$ cat src/rtl/ucontroller_pkg.sv
// Shared types and constants for the 4-bit microcontroller sequencer:
// FSM states, T-state encodings, opcode map and default multi-cycle mask.
package ucontroller_pkg;

    typedef enum logic [2:0] {
        StIdle   = 3'd0,
        StFetch  = 3'd1,
        StDecode = 3'd2,
        StExec   = 3'd3,
        StExec2  = 3'd4,
        StWb     = 3'd5
    } state_e;

    localparam logic [1:0] T0 = 2'd0;
    localparam logic [1:0] T1 = 2'd1;
    localparam logic [1:0] T2 = 2'd2;
    localparam logic [1:0] T3 = 2'd3;

    typedef enum logic [3:0] {
        LD_A    = 4'h0,
        LD_B    = 4'h1,
        ST_A    = 4'h2,
        MOV     = 4'h3,
        AND_OP  = 4'h4,
        OR_OP   = 4'h5,
        XOR_OP  = 4'h6,
        SHL     = 4'h7,
        SHR     = 4'h8,
        ADD     = 4'h9,
        SUB     = 4'hA,
        INV     = 4'hB,
        INC     = 4'hC,
        DEC     = 4'hD,
        CMP     = 4'hE,
        CLR_ACC = 4'hF
    } opcode_e;

    localparam logic [15:0] DEFAULT_MULTI_MASK = (16'h0001 << ADD) | (16'h0001 << SUB);

    // EXEC2 shares the T2 encoding; IDLE reads as T0.
    function automatic logic [1:0] state_to_t(input state_e s);
        logic [1:0] t;
        t = T0;
        case (s)
            StFetch:         t = T0;
            StDecode:        t = T1;
            StExec, StExec2: t = T2;
            StWb:            t = T3;
            default:         t = T0;
        endcase
        return t;
    endfunction

endpackage

$ cat src/rtl/opcode_onehot.sv
// Combinational opcode decoder: every opcode value maps to its own control bit.
module opcode_onehot #(
    parameter int unsigned OPC_W  = 4,
    parameter int unsigned CTRL_W = 2**OPC_W
) (
    input  logic [OPC_W-1:0]  opc,
    output logic [CTRL_W-1:0] onehot
);

    always_comb begin
        onehot      = '0;
        onehot[opc] = 1'b1;
    end

endmodule

$ cat src/rtl/control_sequencer.sv
// Instruction sequencer with internal T0-T3 ring and registered one-hot control bus,
// accepting opcodes over a valid/ready handshake.
module control_sequencer
    import ucontroller_pkg::*;
#(
    parameter int unsigned        OPC_W      = 4,
    parameter int unsigned        CTRL_W     = 2**OPC_W,
    parameter logic [CTRL_W-1:0]  MULTI_MASK = CTRL_W'(DEFAULT_MULTI_MASK)
) (
    input  logic              clk,
    input  logic              rst_n,
    input  logic              instr_valid,
    output logic              instr_ready,
    input  logic [OPC_W-1:0]  instruction,
    input  logic              stall,
    output logic [CTRL_W-1:0] control,
    output logic [1:0]        t_state,
    output logic              busy,
    output logic              done
);

    state_e              state_q, state_d;
    logic [OPC_W-1:0]    opc_q, opc_d;
    logic [CTRL_W-1:0]   control_q, control_d;
    logic [CTRL_W-1:0]   decoded;
    logic                accept;

    assign instr_ready = ((state_q == StIdle) || (state_q == StWb)) && !stall;
    assign accept      = instr_valid && instr_ready;

    opcode_onehot #(
        .OPC_W  (OPC_W),
        .CTRL_W (CTRL_W)
    ) u_onehot (
        .opc    (opc_q),
        .onehot (decoded)
    );

    always_comb begin
        state_d   = state_q;
        opc_d     = opc_q;
        control_d = control_q;
        // A stall freezes every register; accept is already blocked via instr_ready.
        if (!stall) begin
            unique case (state_q)
                StIdle: begin
                    if (accept) begin
                        state_d = StFetch;
                        opc_d   = instruction;
                    end
                end
                StFetch:  state_d = StDecode;
                StDecode: begin
                    state_d   = StExec;
                    control_d = decoded;
                end
                StExec: begin
                    if (MULTI_MASK[opc_q]) begin
                        state_d = StExec2;
                    end else begin
                        state_d   = StWb;
                        control_d = '0;
                    end
                end
                StExec2: begin
                    state_d   = StWb;
                    control_d = '0;
                end
                StWb: begin
                    if (accept) begin
                        state_d = StFetch;
                        opc_d   = instruction;
                    end else begin
                        state_d = StIdle;
                    end
                end
                default: begin
                    state_d   = StIdle;
                    control_d = '0;
                end
            endcase
        end
    end

    always_ff @(posedge clk or negedge rst_n) begin
        if (!rst_n) begin
            state_q   <= StIdle;
            opc_q     <= '0;
            control_q <= '0;
        end else begin
            state_q   <= state_d;
            opc_q     <= opc_d;
            control_q <= control_d;
        end
    end

    assign control = control_q;
    assign t_state = state_to_t(state_q);
    assign busy    = (state_q != StIdle);
    assign done    = (state_q == StWb);

endmodule
$ cat config.mk
export PLATFORM = sky130hd
export DESIGN_NAME = control_sequencer
export DESIGN_NICKNAME = d
export VERILOG_FILES = /design/src/rtl/ucontroller_pkg.sv /design/src/rtl/opcode_onehot.sv /design/src/rtl/control_sequencer.sv
export SDC_FILE = /design/constraint.sdc
export NUM_CORES = 1
export LEC_CHECK = 0
export ABC_AREA = 1
export CORE_MARGIN = 3
export CORE_UTILIZATION = 35
export CTS_BUF_LIST = sky130_fd_sc_hd__clkbuf_4
export CTS_CLUSTER_DIAMETER = 30
export CTS_CLUSTER_SIZE = 14
export DETAILED_ROUTE_END_ITERATION = 8
export HOLD_SLACK_MARGIN = 0.12
export PLACE_DENSITY = 0.69
export SYNTH_ARGS = -nofsm -noshare
export SYNTH_HDL_FRONTEND = slang
export SYNTH_SLANG_ARGS = --single-unit
$ cat constraint.sdc
create_clock -name clk -period 2.5 [get_ports clk]
set_input_delay 0.5 -clock clk [delete_from_list [all_inputs] [get_ports clk]]
set_output_delay 0.5 -clock clk [all_outputs]
set_load 0.02 [all_outputs]
[Yosys cells after proc, flatten, opt, wreduce, memory -nomap -nowiden]
Memories as Yosys holds them, arrays and structs flattened.
Cells that the tools add are included.
Operators by class
  add/sub/neg operators: 0
  multiply operators: 0
  divide/modulo/power cells: 0
  magnitude comparators: 2
  equal/unequal tests: 7
  shift operators: 0
  multiplexer cells: 10
  bitwise logic cells: 2
  reductions and logical operators: 13
Operators by type and width (number)
  $pmux 16 s3: 1
  $pmux 3 s6: 1
  $mux 16: 1
  $eq 3x2->1 const B: 2
  $eq 3x3->1 const B: 2
  $pmux 2 s3: 1
  $reduce_and 3->1: 2
  $lt 4x5->1 const B: 1
  $demux 1 s4: 1
  $ge 4x1->1 const B: 1
  $mux 1: 4
  $ne 2x2->1 const B: 2
  $reduce_or 2->1: 2
  $eq 3x1->1 const B: 1
  $logic_and 1x1->1: 3
  $logic_not 3->1: 1
  $mux 3: 1
  $reduce_bool 3->1: 1
  $reduce_or 3->1: 1
  $not 1->1: 2
  $reduce_and 2->1: 1
  $logic_not 1->1: 1
  $logic_or 1x1->1: 1
Storage, ports and cells
  flip-flop bits (word level): 23
  latch bits: 0
  RAM bits: 0
  memory bits (read-only): 16
  input port bits: 8
  output and inout bits: 21
  word-level logic and storage cells: 38
  memories: 1
Memory list
  (name not given): words 16, width 1, rd ports 1, clocked after memory_dff 0, write ports 0, line control_sequencer.sv:58  | if (MULTI_MASK[opc_q]) begin

[Longest topological paths before layout]
  depth in word-level cells: 6
  gate-level depth with buffers: 9
  mapped depth without buffers: 8

[Hierarchy]
From an unflattened synthesis, not the netlist that was laid out.
Second synthesis, totals
  cells, all modules: 195
  area, all modules: 1332.5 um2
Modules (own cells, without submodules)
  control_sequencer: times used 1, cells each 167, area an instance 1227.4 um2, sequential area each 575.6 um2
  opcode_onehot: times used 1, cells each 28, area an instance 105.1 um2, sequential area each 0.0 um2

[Least setup slack after synthesis]
Ideal clock, no wire load.
  path type: register to output
  start point: register state_q[1]
  end point: output port instr_ready
  arrival: 1.139 ns
  required time: 2.000 ns
  path slack: 0.861 ns
  stages on the path, launching flop included: 4
  cell sequence: dfrtp_1 > nor2_1 > nand2_1 > a21oi_1
Between the ends
  word-level cells in the longest chain between the ends: 3
RTL lines
  start, declared: line control_sequencer.sv:22  | state_e state_q, state_d;
  start signal, assigned: line control_sequencer.sv:87  | state_q <= StIdle;
  start signal, assigned: line control_sequencer.sv:91  | state_q <= state_d;
  $eq 3x3->1 / $logic_not 3->1 (equally long branches): line control_sequencer.sv:28  | assign instr_ready = ((state_q == StIdle) || (state_q == StWb)) && !stall;
  $logic_or 1x1->1 (*): line control_sequencer.sv:28
  $logic_and 1x1->1 (*): line control_sequencer.sv:28
  end, declared: line control_sequencer.sv:13  | output logic instr_ready,
Mark *: on every way between the ends. The rest lies on a longest branch, timed or not.

[Worst setup path in the final report]
Ends and elaborated chain as after synthesis.

==> metrics.log <==
INFO  metric run_status = completed
INFO  metric floorplan.die.height = 68.0 um
INFO  metric timing.final.setup_violations = 0
INFO  metric first_pass_drt_iterations = 4
INFO  metric cap_violations = 0
INFO  metric drt-vias-per-instance = 4.76
INFO  metric cp_slowest_cell = clkdlybuf4s50_1
INFO  metric tns = 0 ns
INFO  metric totalWireLength = 2600 um
INFO  metric final_nets = ~220
INFO  metric die_width = 68.0 um
INFO  metric timing_max_transition_violations_final = 0
INFO  metric drc_errors = 0
INFO  metric crit_chain = inv_2, nand3_1, a21oi_1, clkdlybuf4s50_1
INFO  metric timing.critical_path.required = 2.00 ns
INFO  metric drt_iter0_drc = 49
INFO  metric share_of_the_yosys_chip_area_belonging_to_registers = 0.428
INFO  metric groute.usage.overall = 0.129
INFO  metric insertion_delay = 0.30 ns
INFO  metric worstHoldPathType = reg2reg
INFO  metric ys_ff_latch = 23
INFO  metric wp_buf_inv = 2
INFO  metric rsz0062_at_grt = no
INFO  metric globalRoute.totalOverflow = 0
INFO  metric cpPeakStageDelay = 0.62 ns
INFO  metric count_of_mapped_cells_out_of_synthesis = 175
INFO  metric post_cts_hold_buffer_count = 0
INFO  metric syn_avg_cell_area = 7.68 sq um
INFO  metric finClkSkew = 0.00233 ns
INFO  metric grt_antenna_before_repair = 0
INFO  metric dpl.hpwl = 1990 um
INFO  metric timing_worst_slew_pin_value = 0.339 ns
INFO  metric crit_path_end_kind = output pin
INFO  metric power.total = 1.59 mW
INFO  metric critPathLaunchType = register
INFO  metric core_region_area = 0.00352 sq mm
INFO  metric std_cell_rows = 21
INFO  metric synth_top_cell_area_share = 0.428
INFO  metric layout_worst_path_cycle_share = 0.941
INFO  metric grt_max_degree = 24
INFO  metric clock_sink_count = 23
INFO  metric area_growth_syn_to_layout = 25.3%
INFO  metric final_antenna_net_count = 0
INFO  metric grt_first_pass_wirelength = 4640 um
INFO  metric final_hold_viol_count = 0
INFO  metric max_freq = between 0.4 and 0.5 GHz
INFO  metric syn-cell-area = 0.00134 sq mm
INFO  metric n_antenna_cell = 0
INFO  metric power.static_leakage = 0.847 nW
INFO  metric cts.path.max_buffers = 2
INFO  metric yosys-top-cells-area = dfrtp_1 (43%), nand2_1 (14%), nand3_1 (11%)
INFO  metric worst-path-max-fanout = 6
INFO  metric timing.critical_path.arrival = 1.85 ns
INFO  metric first_global_vias = 1076
INFO  metric reg2reg_setup_slack = 0.87 ns
INFO  metric setup.worst_path.class = reg2out
INFO  metric die_area = between 0.004 and 0.005 sq mm
INFO  metric number_of_synthesis_warnings = 0
INFO  metric ios = 29
INFO  metric synth_cell_types = 20
INFO  metric most_frequent_cells_in_the_layout = nand2_1 (51), nand3_1 (30), clkdlybuf4s50_1 (27), dfrtp_1 (23), nor2_1 (22)
INFO  metric power_density = around 940 mW/mm^2
INFO  metric finalWeightedCongestion = 0.833
INFO  metric final_common_cell = nand2_1
INFO  metric yosysTopAreaCell = dfrtp_1
INFO  metric max_slew_margin = 0.774
INFO  metric wl_per_cell = around 10 um
INFO  metric clkSlewWorstSetupHoldPaths = 0.11 ns
INFO  metric post-route-min-period = around 2.4 ns
INFO  metric cts_tree = done
INFO  metric vdd_ir_drop_max = 0.539 mV
INFO  metric postSynthNetCount = ~190
INFO  metric root_buffer = clkbuf_4
INFO  metric htree_levels = 1
INFO  metric drive_gt1_frac = 0.138
INFO  metric vias = 1186
INFO  metric post_cts_buffers = 0
INFO  metric cts-buffers-inserted = 3
INFO  metric port_buffers = 28
INFO  metric cts.repair.resized = 0
INFO  metric cpLargestDelayFamily = buffers and inverters
INFO  metric starting_density_of_the_core = 0.382
-- power by group --
part | internal (mW) | switching, mW
Clock | 0.0730 | 0.102
Combinational | 0.311 | 0.535
Sequential | 0.448 | 0.118
-- flip-flops by register name (all words and copies together) (netlist names) --
register / count
control: 16
state_q: 3
opc_q: 4
-- cells by family (layout without fill, tap and decap cells) --
logic type | Yosys count | after routing | synth area share
simple gates | 129 | 129 | 0.462
fa+ha+maj | 4 | 4 | 0.0372
compound gates | 3 | 3 | 0.0112
buf+inv | 16 | 44 | 0.0615
flops | 23 | 23 | 0.428
-- Yosys cell counts (all sizes together) --
cell type and count:
buf 4, a21oi 1, nand4 6, nand2 66
nor2 25, ha 4, inv 10, dfrtp 23
clkbuf 2, nand3b 1, nand3 31, o21ai 2
-- layout make-up --
type                    count  area [sq um]
well taps                  46          57.6
inverters                  10          37.5
flip-flops and latches     23           576
fillers                   366          1840
multi-input cells         136           686
repair buffers             30           298
clock buffers               4          30.0
-- path summary, 6_finish.rpt --
path,from,to,cells after the start
worst max-delay path,state_q[1],instr_ready,4
worst min-delay path,control[4],control[4],2
worst max register to register,opc_q[0],control[15],8
worst min register to register,control[4],control[4],2
max in group asynchronous,rst_n,control[4],2
min in group asynchronous,rst_n,control[10],2
-- per-stage QoR --
step | hold WS, ns | setup WS (ns) | cell area [sq um] | util | std cells
after floorplan | 0.204 | 0.861 | 1340 | - | 175
after CTS | 0.490 | 0.0857 | 1680 | 0.478 | 249
after global routing | 0.521 | 0.0414 | 1680 | 0.478 | 249
after global placement | 0.460 | 0.331 | 1650 | 0.469 | 245
after detailed placement | 0.462 | 0.319 | 1650 | 0.469 | 245
final | 0.482 | 0.147 | 1680 | 0.478 | 249
-- metal layers --
| layer | global-route usage | wire [um] | up-vias |
|---|---|---|---|
| li1 | - | - | 618 |
| met1 | 0.170 | 1250 | 532 |
| met2 | 0.213 | 1200 | 32 |
| met3 | 0.0246 | 125 | 4 |
| met4 | 0.0372 | 25 | 0 |
| met5 | 0 | 0 | - |
-- worst reg2reg max path, cell delays in order, from the launching register on --
cell,delay [ns]
dfrtp_1,0.43
inv_1,0.09
ha_1,0.30
nand2_1,0.05
nor2_1,0.17
nand2_4,0.16
nand2_4,0.24
nand2_1,0.08
nand2_1,0.06
Power figures use the tool's default switching activity.
